### src/rtl/scan_chain_node_pkg.sv
// Shared scan-chain constants and types used by the chain nodes and the scan controller.
// The edge event type lets a synchronized input report one of none/rise/fall per clk cycle.
package scan_chain_node_pkg;

  localparam int NUM_IOS_DEF = 8;
  localparam int SYNC_DEPTH  = 2;
  localparam int SYNC_MSB    = SYNC_DEPTH - 1;

  typedef enum logic [1:0] {
    EDGE_NONE = 2'd0,
    EDGE_RISE = 2'd1,
    EDGE_FALL = 2'd2
  } edge_e;

endpackage

### src/rtl/scan_chain_node_if.sv
// Four-wire scan link between neighbouring nodes: clock, serial data, select, latch enable.
// The upstream side drives (master); the downstream node receives (slave).
interface scan_chain_node_if;

  logic scan_clk;
  logic scan_data;
  logic scan_select;
  logic scan_latch_en;

  modport master (output scan_clk, output scan_data, output scan_select, output scan_latch_en);
  modport slave  (input  scan_clk, input  scan_data, input  scan_select, input  scan_latch_en);

endinterface

### src/rtl/scan_chain_node_sync_edge.sv
// Synchronizes one asynchronous level into clk and flags its rising/falling transitions.
// Edge event appears SYNC_DEPTH cycles after the input moves; dly is one cycle later still.
module sync_edge
  import scan_chain_node_pkg::*;
(
  input  logic  clk,
  input  logic  reset,
  input  logic  din,
  output edge_e ev,
  output logic  dly
);

  logic [SYNC_DEPTH-1:0] sync_q, sync_d;
  logic                  dly_q, dly_d;

  always_comb begin
    sync_d = {sync_q[SYNC_DEPTH-2:0], din};
    dly_d  = sync_q[SYNC_MSB];
  end

  always_ff @(posedge clk or posedge reset) begin
    if (reset) begin
      sync_q <= '0;
      dly_q  <= 1'b0;
    end else begin
      sync_q <= sync_d;
      dly_q  <= dly_d;
    end
  end

  // dly_q doubles as the edge history: comparing it with the synced level yields the edge
  always_comb begin
    ev = EDGE_NONE;
    if (sync_q[SYNC_MSB] && !dly_q) begin
      ev = EDGE_RISE;
    end else if (!sync_q[SYNC_MSB] && dly_q) begin
      ev = EDGE_FALL;
    end
  end

  assign dly = dly_q;

endmodule

### src/rtl/scan_chain_node.sv
// One node of a daisy-chained scan path: shifts/captures on scan clock rises, drives data out on falls.
// Forwarded clock/select/latch lag their inputs by exactly 3 clk cycles.
module scan_chain_node
  import scan_chain_node_pkg::*;
#(
  parameter int NUM_IOS = NUM_IOS_DEF
)
(
  input  logic                 clk,
  input  logic                 reset,
  scan_chain_node_if.slave     up,
  scan_chain_node_if.master    dn,
  output logic [NUM_IOS-1:0]   module_data_in,
  input  logic [NUM_IOS-1:0]   module_data_out
);

  localparam int PL = NUM_IOS - 1;

  edge_e                 clk_ev, latch_ev;
  logic                  clk_dly, latch_dly;
  logic [SYNC_DEPTH-1:0] data_sync_q, data_sync_d;
  logic [SYNC_DEPTH-1:0] sel_sync_q, sel_sync_d;
  logic                  sel_dly_q, sel_dly_d;
  logic [PL:0]           shift_q, shift_d;
  logic [PL:0]           mdi_q, mdi_d;
  logic                  dout_q, dout_d;

  sync_edge u_clk_sync (
    .clk   (clk),
    .reset (reset),
    .din   (up.scan_clk),
    .ev    (clk_ev),
    .dly   (clk_dly)
  );

  sync_edge u_latch_sync (
    .clk   (clk),
    .reset (reset),
    .din   (up.scan_latch_en),
    .ev    (latch_ev),
    .dly   (latch_dly)
  );

  always_comb begin
    data_sync_d = {data_sync_q[SYNC_DEPTH-2:0], up.scan_data};
    sel_sync_d  = {sel_sync_q[SYNC_DEPTH-2:0], up.scan_select};
    sel_dly_d   = sel_sync_q[SYNC_MSB];
    shift_d     = shift_q;
    dout_d      = dout_q;
    mdi_d       = mdi_q;

    if (clk_ev == EDGE_RISE) begin
      if (sel_sync_q[SYNC_MSB]) begin
        shift_d = module_data_out;
      end else begin
        shift_d = {shift_q[PL-1:0], data_sync_q[SYNC_MSB]};
      end
    end

    // Updating only on falls keeps the bit steady across the downstream rising-edge sample
    if (clk_ev == EDGE_FALL) begin
      dout_d = shift_q[PL];
    end

    // Reads the pre-update register, so a coincident clock rise cannot leak into the latch
    if (latch_ev == EDGE_RISE) begin
      mdi_d = shift_q;
    end
  end

  always_ff @(posedge clk or posedge reset) begin
    if (reset) begin
      data_sync_q <= '0;
      sel_sync_q  <= '0;
      sel_dly_q   <= 1'b0;
      shift_q     <= '0;
      dout_q      <= 1'b0;
      mdi_q       <= '0;
    end else begin
      data_sync_q <= data_sync_d;
      sel_sync_q  <= sel_sync_d;
      sel_dly_q   <= sel_dly_d;
      shift_q     <= shift_d;
      dout_q      <= dout_d;
      mdi_q       <= mdi_d;
    end
  end

  assign dn.scan_clk      = clk_dly;
  assign dn.scan_select   = sel_dly_q;
  assign dn.scan_latch_en = latch_dly;
  assign dn.scan_data     = dout_q;
  assign module_data_in   = mdi_q;

endmodule
### src/flat_wrapper.sv
// flat-port wrapper written by rule: the top's interface ports become plain ports
module scan_chain_node_flat import scan_chain_node_pkg::*;
#(
  parameter int NUM_IOS = NUM_IOS_DEF
)
  (clk, reset, module_data_in, module_data_out, up_scan_clk, up_scan_data, up_scan_select, up_scan_latch_en, dn_scan_clk, dn_scan_data, dn_scan_select, dn_scan_latch_en);
  scan_chain_node_if up_i ();
  scan_chain_node_if dn_i ();
  input  logic clk;
  input  logic reset;
  output logic [NUM_IOS-1:0] module_data_in;
  input  logic [NUM_IOS-1:0] module_data_out;
  input wire logic [$bits(up_i.scan_clk)-1:0] up_scan_clk;
  input wire logic [$bits(up_i.scan_data)-1:0] up_scan_data;
  input wire logic [$bits(up_i.scan_select)-1:0] up_scan_select;
  input wire logic [$bits(up_i.scan_latch_en)-1:0] up_scan_latch_en;
  output wire logic [$bits(dn_i.scan_clk)-1:0] dn_scan_clk;
  output wire logic [$bits(dn_i.scan_data)-1:0] dn_scan_data;
  output wire logic [$bits(dn_i.scan_select)-1:0] dn_scan_select;
  output wire logic [$bits(dn_i.scan_latch_en)-1:0] dn_scan_latch_en;
  assign up_i.scan_clk = up_scan_clk;
  assign up_i.scan_data = up_scan_data;
  assign up_i.scan_select = up_scan_select;
  assign up_i.scan_latch_en = up_scan_latch_en;
  assign dn_scan_clk = dn_i.scan_clk;
  assign dn_scan_data = dn_i.scan_data;
  assign dn_scan_select = dn_i.scan_select;
  assign dn_scan_latch_en = dn_i.scan_latch_en;
  scan_chain_node #(.NUM_IOS(NUM_IOS)) u_core (.clk(clk), .reset(reset), .up(up_i), .dn(dn_i), .module_data_in(module_data_in), .module_data_out(module_data_out));
endmodule
### config.mk
export PLATFORM = sky130hd
export DESIGN_NAME = scan_chain_node_flat
export DESIGN_NICKNAME = d
export VERILOG_FILES = /design/src/rtl/scan_chain_node_pkg.sv /design/src/rtl/scan_chain_node_if.sv /design/src/rtl/scan_chain_node_sync_edge.sv /design/src/rtl/scan_chain_node.sv /design/src/flat_wrapper.sv
export SDC_FILE = /design/constraint.sdc
export NUM_CORES = 1
export LEC_CHECK = 0
export BUFFER_PORTS_ARGS = -buffer_cell sky130_fd_sc_hd__buf_2
export CORE_UTILIZATION = 54
export CTS_BUF_LIST = sky130_fd_sc_hd__clkbuf_4 sky130_fd_sc_hd__clkbuf_8
export CTS_CLUSTER_SIZE = 8
export DETAILED_ROUTE_END_ITERATION = 10
export GPL_TIMING_DRIVEN = 0
export PLACE_DENSITY = 0.8
export SYNTH_ARGS = -nofsm -noshare
export SYNTH_HDL_FRONTEND = slang
export SYNTH_HIERARCHICAL = 1
export SYNTH_SLANG_ARGS = --single-unit
### constraint.sdc
create_clock -name clk -period 1.8 [get_ports clk]
set_input_delay 0.18 -clock clk [delete_from_list [all_inputs] [get_ports clk]]
set_output_delay 0.18 -clock clk [all_outputs]
set_load 0.01 [all_outputs]
After elaboration in Yosys (flattened, before gate mapping)

Index checks and enable logic that the tools add are counted.

Equality and inequality tests: 3
Multiplexer cells: 5
Reduce and logical (&&, ||, !) cells: 8

Operators with widths:

| kind               | number |
|---|---|
| $mux 2             | 4 |
| $mux 8             | 1 |
| $eq 2x1->1 const B | 2 |
| $logic_and 1x1->1  | 4 |
| $logic_not 1->1    | 4 |
| $eq 2x2->1 const B | 1 |

Flip-flop bits (word level): 28
Input bits: 14
Output and inout port bits: 12

Longest topological paths before layout

Gate-level depths: netlist (run 1).

Depth in word-level cells: 5
Mapped depth: 4

Modules after synthesis

The synthesis (run 1) kept the hierarchy.

By module, submodules not included:

| module          | times used | cells an instance | area an instance (µm²) |
|---|---|---|---|
| scan_chain_node | 1          | 54                | 938.4 |
| sync_edge       | 2          | 6                 | 93.8 |

Worst setup path after synthesis (run 1)

Ideal clock, no wire load.

Path kind: reg2reg
Start point: register u_core.u_clk_sync.dly_q (netlist: u_core/u_clk_sync/dly)
End point: register u_core.shift_q[0]
Library setup time: 125 ps
Data arrival time: 1190 ps
Required time: 1675 ps
Path slack: 485 ps
Cell stages (with the launch flop): 5
Path buffers: 1
Period minus slack after synthesis: 1315 ps
Cells stage by stage: dfrtp_1 > and2b_2 > nor2b_1 > buf_4 > mux2_4

Word-level cells in the longest chain between the ends: 4
Elaborated cells between the ends (all ways): 6
Classes of those cells: eq/ne (1); mux (2); reduce/logical (3)

RTL lines:

| element                                              | line                                                             | source |
|---|---|---|
| from (decl)                                          | scan_chain_node_sync_edge.sv:14                                  | `logic dly_q, dly_d;` |
| from (signal assigned)                               | scan_chain_node_sync_edge.sv:27                                  | `dly_q <= dly_d;` |
| $logic_and 1x1->1 or $logic_not 1->1 (tied branches) | scan_chain_node_sync_edge.sv:36, scan_chain_node_sync_edge.sv:34 |  |
| $mux 2 or $logic_and 1x1->1 (tied branches)          | scan_chain_node_sync_edge.sv:36, scan_chain_node_sync_edge.sv:34 |  |
| $mux 2 (*)                                           | scan_chain_node_sync_edge.sv:34                                  | `if (sync_q[SYNC_MSB] && !dly_q) begin` |
| named net u_core.clk_ev[1]                           | scan_chain_node.sv:19                                            | `edge_e clk_ev, latch_ev;` |
| $eq 2x1->1 (*)                                       | scan_chain_node.sv:52                                            | `if (clk_ev == EDGE_RISE) begin` |
| to (signal assigned)                                 | scan_chain_node.sv:83                                            | `shift_q <= shift_d;` |
| to (decl)                                            | scan_chain_node.sv:24                                            | `logic [PL:0] shift_q, shift_d;` |

The timed path passes the listed nets; every way through them passes the cells marked *.
A chain may end at the register's enable or synchronous reset.

Worst setup path after layout (run 1)

Start point: register u_core.u_latch_sync.sync_q[1]
End point: register u_core.mdi_q[3] (netlist: u_core/module_data_in[3])

Word-level cells in the longest chain between the ends: 5
Elaborated cells between the ends (all ways): 6
Classes of those cells: eq/ne (1); mux (2); reduce/logical (3)

RTL lines:

| element                      | line                            | source |
|---|---|---|
| from (decl)                  | scan_chain_node_sync_edge.sv:13 | `logic [SYNC_DEPTH-1:0] sync_q, sync_d;` |
| from (signal assigned)       | scan_chain_node_sync_edge.sv:26 | `sync_q <= sync_d;` |
| $logic_not 1->1              | scan_chain_node_sync_edge.sv:36 | `end else if (!sync_q[SYNC_MSB] && dly_q) begin` |
| $logic_and 1x1->1            | scan_chain_node_sync_edge.sv:36 |  |
| $mux 2                       | scan_chain_node_sync_edge.sv:36 |  |
| $mux 2 (*)                   | scan_chain_node_sync_edge.sv:34 |  |
| named net u_core.latch_ev[1] | scan_chain_node.sv:19           |  |
| $eq 2x1->1 (*)               | scan_chain_node.sv:66           | `if (latch_ev == EDGE_RISE) begin` |
| to (signal assigned)         | scan_chain_node.sv:85           | `mdi_q <= mdi_d;` |
| to (decl)                    | scan_chain_node.sv:25           | `logic [PL:0] mdi_q, mdi_d;` |

Marked as above.

==> results of run 1 <==
[layout make-up]
cell class              instances  area, um2  area share, %
flip-flops and latches         28        701           50.5
multi-input cells              32        390           28.1
repair buffers                 30        175           12.6
well taps                      27       33.8           2.43
clock inverters                 1       30.0           2.16
plain buffers                   3       23.8           1.71
clock buffers                   3       22.5           1.62
inverters                       3       11.3          0.812
[synthesized netlist by cell type]
master | count | area (um2)
mux2_4 | 16 | 240
buf_2 | 1 | 5.00
buf_4 | 1 | 7.51
dfrtp_1 | 28 | 701
buf_6 | 1 | 11.3
and2b_2 | 2 | 17.5
nor2b_1 | 3 | 18.8
nand2b_1 | 2 | 12.5
inv_1 | 3 | 11.3
mux2_2 | 9 | 101
[logic make-up after synthesis]
kind of cell / Yosys count / share of synthesized area [%]
flops: 28 / 62.2
mux: 25 / 30.3
simple gates: 7 / 4.33
buf+inv: 6 / 3.11
[cells in the final DEF (no fill, tap or decap)]
master,netlist,routed
dfrtp_1,28,28
buf_2,1,26
mux2_4,16,16
mux2_2,9,9
dlygate4sd3_1,0,5
clkbuf_4,0,3
nor2b_1,3,3
inv_1,3,3
nand2b_1,2,2
and2b_2,2,2
bufinv_16,0,1
buf_6,1,1
buf_4,1,1
[final timing paths]
path                                       endpoint  slack (ns)                     startpoint
max                        u_core/module_data_in[3]        0.41  u_core/u_latch_sync/sync_q[1]
min                               u_core/shift_q[2]        0.20             module_data_out[2]
max reg2reg                u_core/module_data_in[3]        0.41  u_core/u_latch_sync/sync_q[1]
min reg2reg                    u_core/sel_sync_q[1]        0.37           u_core/sel_sync_q[0]
max in group asynchronous         u_core/shift_q[4]        0.72                          reset
min in group asynchronous   u_core/u_latch_sync/dly        0.26                          reset
[sequential cells by signal, indices dropped and copies added, names as in the netlist]
signal                      cells
u_core/data_sync_q              2
u_core/dn.scan_data             1
u_core/dn.scan_select           1
u_core/module_data_in           8
u_core/sel_sync_q               2
u_core/shift_q                  8
u_core/u_clk_sync/dly           1
u_core/u_clk_sync/sync_q        2
u_core/u_latch_sync/dly         1
u_core/u_latch_sync/sync_q      2
[where the power goes]
group          switching (mW)  internal, mW
Combinational           0.158         0.268
Sequential             0.0903         0.780
Clock                   0.179         0.225
[per-layer routing]
| layer | global-route usage [%] | vias to the layer above |
|---|---|---|
| met4 | 8.89 | 0 |
| met5 | 0 | - |
| met2 | 28.2 | 15 |
| li1 | - | 290 |
| met1 | 21.1 | 302 |
| met3 | 4.15 | 2 |
[stage by stage]
| stage | worst slack [ns] | cell area (um2) |
|---|---|---|
| detailed placement | 0.434 | 1280 |
| CTS | 0.412 | 1390 |
| floorplan | 0.485 | 1130 |
| finish | 0.412 | 1390 |
| global placement | 0.463 | 1280 |
| global route | 0.331 | 1390 |
[tightest hold or removal path, stage by stage]
cell,delay (ns)
buf_2,0.07
mux2_4,0.12
mux2_4,0.13
==> flow_metrics.env, run 1 <==
export IMPL_outcome="finished, final reports clean"
export IMPL_overflow=0
export IMPL_final_cells=127
export IMPL_via_per_inst=4.80
export IMPL_power_mw=1.70
export IMPL_hold_viol_final=0
export IMPL_areaGrowthSynthToFinish_pct=23.2
export IMPL_drv_cap=0
export IMPL_ys_warn_count=6
export IMPL_h_tree_depth=1
export IMPL_synth_yosys_seq_area_share_pct=62.2
export IMPL_slew_viol_final=0
export IMPL_fp_dieH_um=47.7
export IMPL_fin_nets=115
export IMPL_clk_latency_ns=0.32
export IMPL_slowest_stage="dfrtp_1"
export IMPL_min_period_ns=1.39
export IMPL_path_class="reg -> reg"
export IMPL_crit_arrival_ns=1.61
export IMPL_drc=0
export IMPL_max_stage_delay_ns=0.41
export IMPL_post_drt_wl_per_cell_um=13.7
export IMPL_ctsResizeCount=0
export IMPL_utilization_pct=70.7
export IMPL_cts_root_buf="clkbuf_4"
export IMPL_dr_wl_met3_um=74
export IMPL_die_area_um2=2270
export IMPL_cts_tree="yes"
export IMPL_hold_ws_ns=0.203
export IMPL_clock_fmax_ghz=0.720
export IMPL_finalCritPeriodShare_pct=77.1
export IMPL_cts_sinks=28
export IMPL_antennaDiodeCount=0
export IMPL_grt_total_usage_pct=17.2
export IMPL_slew_headroom_pct=44.4
export IMPL_antenna_left=0
export IMPL_die_w_um=47.7
export IMPL_cp_cell_sequence="and2b_2 -> nand2b_1 -> buf_2 -> mux2_2"
export IMPL_cts_setup_buffers=0
export IMPL_first_iter_violations=10
export IMPL_holdPathStages=3
export IMPL_end_kind="register"
export IMPL_p_per_area_nw_per_um2=1230
export IMPL_yosysUniqueCellTypes=10
export IMPL_drive_gt1_share_pct=59.0
export IMPL_crit_cells=4
export IMPL_grt_pass1_vias=605
export IMPL_grt_first_pass_wirelength_um=2560
export IMPL_syn_nets=80
export IMPL_ir_drop_mv=0.753
export IMPL_m1WireLength_um=775
export IMPL_syn_inst=66
export IMPL_setup_violations_final=0
export IMPL_critPathTopFamily="flip-flops"
export IMPL_n_fill_cell=149
export IMPL_antenna_found_initial=0
export IMPL_gp_congestion=0.701
export IMPL_fin_worst_skew_ns=0.00271
export IMPL_firstDrtPassIters=3
export IMPL_ys_seq_elements=28
export IMPL_start_kind="register"
export IMPL_hpwl_um=1240
export IMPL_tightest_slew_ns=0.832
export IMPL_cts_buffers=3
export IMPL_core_region_area_um2=1960
export IMPL_crit_fanout=8
export IMPL_row_count=16
export IMPL_wl_met2_um=881
export IMPL_rsz0062_at_grt="no"
export IMPL_top_layer="met4"
export IMPL_grt_max_degree=23
export IMPL_r2r_cells=4
export IMPL_clockBufferDepth=2
export IMPL_vias=609
export IMPL_netlist_area_um2=1130
export IMPL_path_clk_slew_ns=0.14
export IMPL_avgSynthCellArea_um2=17.1
export IMPL_tns_ns=0
export IMPL_placed_cells_incl_taps=118
export IMPL_p_leak_nw=0.693
export IMPL_start_util_pct=57.4
export IMPL_crit_buf_inv=1
export IMPL_hold_buffers=5
export IMPL_worstPathRequired_ns=2.02
export IMPL_hp_class="in -> reg"
export IMPL_io_pin_count=26
export IMPL_portBuffers=25
export IMPL_wirelength_um=1740
No activity file was read; power rests on OpenSTA's default activity.
==> inputs of run 2 (changes only) <==
Settings changed: ABC_AREA set to 1.
Clock period 1.8 ns to 1.36 ns, I/O delays scaled along.
==> run 2 against run 1 <==
Effect of this change:
- die area is 1.8% lower
- critical endpoint is now u_core/shift_q[3]
- clock skew up 0.0024 ns
- via count grew 42%
==> flow_metrics.env, run 2 <==
export IMPL_cts_root_buf="clkbuf_4"
export IMPL_core_region_area_um2=1820
export IMPL_grt_total_usage_pct=21.9
export IMPL_r2r_cells=6
export IMPL_ff2ff_setup_slack_ns=0.28
export IMPL_hpwl_um=1390
export IMPL_min_period_ns=1.08
export IMPL_tns_ns=0
export IMPL_design_area_um2=1330
export IMPL_finalCritPeriodShare_pct=79.4
export IMPL_grtUsageMet2_pct=37.3
export IMPL_antennaDiodeCount=0
export IMPL_rsz0062_at_grt="no"
export IMPL_p_leak_nw=0.771
export IMPL_syn_nets=137
export IMPL_start_kind="register"
export IMPL_drv_cap=0
export IMPL_vias=864
export IMPL_yosysUniqueCellTypes=13
export IMPL_grt_first_pass_wirelength_um=3350
export IMPL_ys_warn_count=6
export IMPL_regArea_um2=701
export IMPL_post_drt_wl_per_cell_um=11.5
export IMPL_clockBufferDepth=2
export IMPL_gp_congestion=0.772
export IMPL_wirelength_um=2070
export IMPL_p_per_area_nw_per_um2=1230
export IMPL_fin_worst_skew_ns=0.00511
export IMPL_io_pin_count=26
export IMPL_firstDrtPassIters=4
export IMPL_layout_commonest_cell="nand2_1"
export IMPL_synth_yosys_seq_area_share_pct=63.4
export IMPL_clock_fmax_ghz=0.926
export IMPL_crit_fanout=9
export IMPL_h_tree_depth=1
export IMPL_avgSynthCellArea_um2=8.98
export IMPL_top_usage_layer="met2"
export IMPL_die_area_um2=2230
export IMPL_hold_viol_final=0
export IMPL_yosysMostFrequentCell="nand2_1"
export IMPL_grt_max_degree=23
export IMPL_via_per_inst=4.77
export IMPL_slew_headroom_pct=45.7
export IMPL_utilization_pct=73.3
export IMPL_synth_top_area_cell="dfrtp_1"
export IMPL_cts_buffers=3
export IMPL_netlist_area_leader_share_pct=63.4
export IMPL_ys_seq_elements=28
export IMPL_setup_violations_final=0
export IMPL_fp_dieH_um=47.2
export IMPL_drive_gt1_share_pct=22.4
export IMPL_antenna_left=0
export IMPL_drc=0
export IMPL_die_w_um=47.2
export IMPL_holdPathStages=5
export IMPL_row_count=15
export IMPL_use_met3_pct=3.85
export IMPL_portBuffers=25
export IMPL_dpl_instance_area_um2=1260
export IMPL_slew_viol_final=0
export IMPL_path_class="reg -> reg"
export IMPL_grt_use_met1_pct=27.4
export IMPL_ir_drop_mv=0.736
export IMPL_hp_class="in -> reg"
export IMPL_synth_common_cells="nand2_1 (65), dfrtp_1 (28), inv_1 (10), nand3_1 (7), nor2_1 (4)"
export IMPL_start_util_pct=60.7
export IMPL_synth_edff_count=0
export IMPL_layout_common_cells="nand2_1 (65), dfrtp_1 (28), buf_2 (25), inv_1 (10), nand3_1 (7)"
export IMPL_cts_setup_buffers=0
export IMPL_end_kind="register"
export IMPL_overflow=0
export IMPL_n_fill_cell=148
export IMPL_crit_arrival_ns=1.31
export IMPL_ctsResizeCount=0
export IMPL_multi_input_area_um2=327
export IMPL_hold_buffers=5
export IMPL_path_clk_slew_ns=0.14
export IMPL_tightest_slew_ns=0.814
export IMPL_worstPathRequired_ns=1.58
export IMPL_synthArstFlopShare_pct=100
export IMPL_syn_inst=123
export IMPL_grt_pass1_vias=782
export IMPL_first_iter_violations=23
export IMPL_cts_sinks=28
export IMPL_antenna_found_initial=0
export IMPL_areaGrowthSynthToFinish_pct=20.7
export IMPL_power_mw=1.64
export IMPL_fin_nets=172
export IMPL_synth_top_flop_cell="dfrtp_1"
export IMPL_hold_ws_ns=0.0950
export IMPL_ys_top_cells_by_area="dfrtp_1 (63%), nand2_1 (22%), inv_1 (3.4%), nand3_1 (3.2%), nand2_4 (2.0%)"
export IMPL_netlist_area_um2=1100
export IMPL_outcome="finished, final reports clean"
export IMPL_clk_latency_ns=0.31
export IMPL_cts_tree="yes"
[run 2: power breakdown]
| group | total [mW] | internal [mW] | switching [mW] |
|---|---|---|---|
| Sequential | 1.01 | 0.942 | 0.0701 |
| Clock | 0.323 | 0.104 | 0.220 |
| Combinational | 0.301 | 0.129 | 0.172 |
| Total | 1.64 | 1.17 | 0.461 |
[run 2: per-layer routing]
metal,wire length [um],vias to the layer above
met5,0,-
met4,28,0
met3,122,4
met2,1050,45
met1,875,382
li1,-,433
[run 2: critical path, stage by stage (launching register included)]
cell and delay (ns):
dfrtp_1 0.42, nor2_1 0.16, inv_1 0.09, nand2_4 0.13
inv_4 0.07, nand2_1 0.07, nand2_1 0.05
[run 2: through the flow]
stage	worst slack [ns]	instances
global placement	0.355	173
CTS	0.277	181
finish	0.280	181
floorplan	0.384	123
detailed placement	0.302	173
global route	0.150	181
[run 2: area by class of cell]
class                      count  area share, %
sequential                    28           52.5
multi-input combinational     80           24.5
timing repair buffer          30           13.1
inverter                      13           4.41
tap                           25           2.35
clock buffer                   3           1.69
buffer                         2           1.41
[run 2: path summary, 6_finish.rpt]
path                                               start                            end
setup / recovery             u_core/u_clk_sync/sync_q[1]              u_core/shift_q[3]
min in group asynchronous                          reset  u_core/u_latch_sync/sync_q[0]
max in group asynchronous                          reset       u_core/module_data_in[6]
hold / removal                        module_data_out[0]              u_core/shift_q[0]
setup reg to reg             u_core/u_clk_sync/sync_q[1]              u_core/shift_q[3]
hold reg to reg            u_core/u_latch_sync/sync_q[0]  u_core/u_latch_sync/sync_q[1]
[run 2: cells by family (layout without fill, tap and decap cells)]
group / count (synthesis) / in the layout / synth area share (%)
flip-flops: 28 / 28 / 63.4
AO/OA/AOI/OAI: 2 / 2 / 0.905
buffers and inverters: 15 / 48 / 7.02
AND/OR/NAND/NOR: 78 / 78 / 28.7
==> inputs of run 3 (changes only) <==
Clock period 1.36 ns to 1.08 ns, I/O delays scaled along.
==> run 3 against run 2 <==
Effect of this change:
- the flow now finishes with violations (setup timing)
- fmax down 0.41%
- critical path depth up 1
- sequential share of layout area down 1.8 points
- global-route usage unchanged
- worst setup slack worse by 0.28 ns
- clock power up 28%
- clock skew down 0.0013 ns
- cell area up 3.5%
- worst hold slack worse by 0.035 ns
- highest routed layer unchanged
==> flow_metrics.env, run 3 (synthesis results as in run 2) <==
export IMPL_die_w_um=47.2
export IMPL_critPathLaunch="u_core/u_clk_sync/dly"
export IMPL_critical_path_reg2reg_startpoint="u_core/u_clk_sync/dly"
export IMPL_slowest_stage="dfrtp_1"
export IMPL_grt_use_met1_pct=27.4
export IMPL_clk_latency_ns=0.32
export IMPL_io_pin_count=26
export IMPL_first_iter_violations=32
export IMPL_hp_class="in -> reg"
export IMPL_row_count=15
export IMPL_post_drt_wl_per_cell_um=11.9
export IMPL_fin_worst_skew_ns=0.00384
export IMPL_crit_fanout=8
export IMPL_core_region_area_um2=1820
export IMPL_firstDrtPassIters=4
export IMPL_worstPathRequired_ns=1.31
export IMPL_grtUsageMet2_pct=37.3
export IMPL_slew_headroom_pct=68.2
export IMPL_hpwl_um=1390
export IMPL_setup_violations_final=1
export IMPL_vias=882
export IMPL_top_usage_layer="met2"
export IMPL_drv_cap=0
export IMPL_grt_pass1_vias=782
export IMPL_crit_top_cell="nand2_1"
export IMPL_end_kind="register"
export IMPL_grt_total_usage_pct=21.9
export IMPL_fin_ws_ns=-0.00486
export IMPL_tightest_slew_ns=0.476
export IMPL_areaGrowthSynthToFinish_pct=24.9
export IMPL_clock_fmax_ghz=0.922
export IMPL_cts_sinks=28
export IMPL_slew_viol_final=0
export IMPL_tns_ns=-0.00486
export IMPL_p_per_area_nw_per_um2=1510
export IMPL_clockBufferDepth=2
export IMPL_layout_commonest_cell="nand2_1"
export IMPL_drive_gt1_share_pct=28.3
export IMPL_use_met3_pct=3.85
export IMPL_cts_buffers=3
export IMPL_path_class="reg -> reg"
export IMPL_fp_dieH_um=47.2
export IMPL_wirelength_um=2190
export IMPL_min_period_ns=1.08
export IMPL_die_area_um2=2230
export IMPL_overflow=0
export IMPL_grt_first_pass_wirelength_um=3350
export IMPL_finalCritPeriodShare_pct=100
export IMPL_antennaDiodeCount=0
export IMPL_gp_congestion=0.772
export IMPL_cts_tree="yes"
export IMPL_min_from="module_data_out[0]"
export IMPL_violations="setup timing"
export IMPL_cts_root_buf="clkbuf_4"
export IMPL_portBuffers=25
export IMPL_cp_cell_sequence="inv_1 -> nor2_2 -> inv_2 -> nand2_4 -> inv_6 -> nand2_1 -> nand2_1"
export IMPL_via_per_inst=4.79
export IMPL_layout_common_cells="nand2_1 (64), dfrtp_1 (28), buf_2 (25), nand3_1 (7), inv_1 (7)"
export IMPL_max_stage_delay_ns=0.43
export IMPL_crit_arrival_ns=1.31
export IMPL_h_tree_depth=1
export IMPL_rsz0062_at_grt="yes"
export IMPL_grt_max_degree=23
export IMPL_design_area_um2=1380
export IMPL_drc=0
export IMPL_p_leak_nw=0.778
export IMPL_antenna_left=0
export IMPL_hold_viol_final=0
export IMPL_ir_drop_mv=1.19
export IMPL_path_clk_slew_ns=0.14
export IMPL_outcome="finished with violations"
export IMPL_fin_nets=175
export IMPL_start_kind="register"
export IMPL_start_util_pct=60.7
export IMPL_antenna_found_initial=0
export IMPL_dpl_instance_area_um2=1260
run 3: routing by layer:
layer | wire [um] | up-vias | share of wire [%]
li1 | - | 442 | -
met1 | 946 | 401 | 43
met2 | 1090 | 33 | 50
met3 | 96 | 6 | 4.4
met4 | 57 | 0 | 2.6
met5 | 0 | - | 0
run 3: worst max-delay path, delay by kind of cell (launching register included):
family / cells / cell delay [ns]
flip-flops: 1 / 0.43
AND/OR/NAND/NOR: 4 / 0.35
buffers and inverters: 3 / 0.21
run 3: repair_timing:
action	in CTS	in global routing
buffers inserted	0	2
hold buffers	5	0
hold endpoints to repair	32	0
endpoints found under the setup margin	0	39
gates resized for setup	0	10
run 3: power by group:
part           switching [mW]  internal, mW  total [mW]
clock                   0.282         0.131       0.413
combinational           0.228         0.172       0.400
sequential             0.0908          1.19        1.28
run 3: through the flow:
| step | std cells | worst slack [ns] | power (mW) | util (%) | hold slack, ns |
|---|---|---|---|---|---|
| floorplan | 123 | 0.104 | 1.51 | - | -0.138 |
| global placement | 173 | 0.0746 | 1.63 | 69.3 | -0.00862 |
| detailed placement | 173 | 0.0222 | 1.66 | 69.3 | -0.00418 |
| CTS | 181 | 0.00108 | 2.07 | 73.3 | 0.0604 |
| global route | 184 | -0.108 | 2.22 | 75.8 | 0.0772 |
| finish | 184 | -0.00486 | 2.09 | 75.8 | 0.0598 |
run 3: final cells by class:
| type | instances | area (um2) |
|---|---|---|
| clock buffers | 3 | 22.5 |
| multi-input cells | 81 | 348 |
| repair buffers | 32 | 190 |
| well taps | 25 | 31.3 |
| flip-flops and latches | 28 | 701 |
| plain buffers | 2 | 22.5 |
| fillers | 132 | 440 |
| inverters | 13 | 65.1 |
run 3: final timing paths:
kind,slack (ns),cells past startpoint,end
worst max-delay path,-0.005,7,u_core/shift_q[5]
worst min-delay path,0.06,5,u_core/shift_q[0]
worst max register to register,-0.005,7,u_core/shift_q[5]
worst min register to register,0.38,0,u_core/u_latch_sync/sync_q[1]
max in group asynchronous,0.43,3,u_core/module_data_in[6]
min in group asynchronous,0.23,3,u_core/u_latch_sync/sync_q[0]
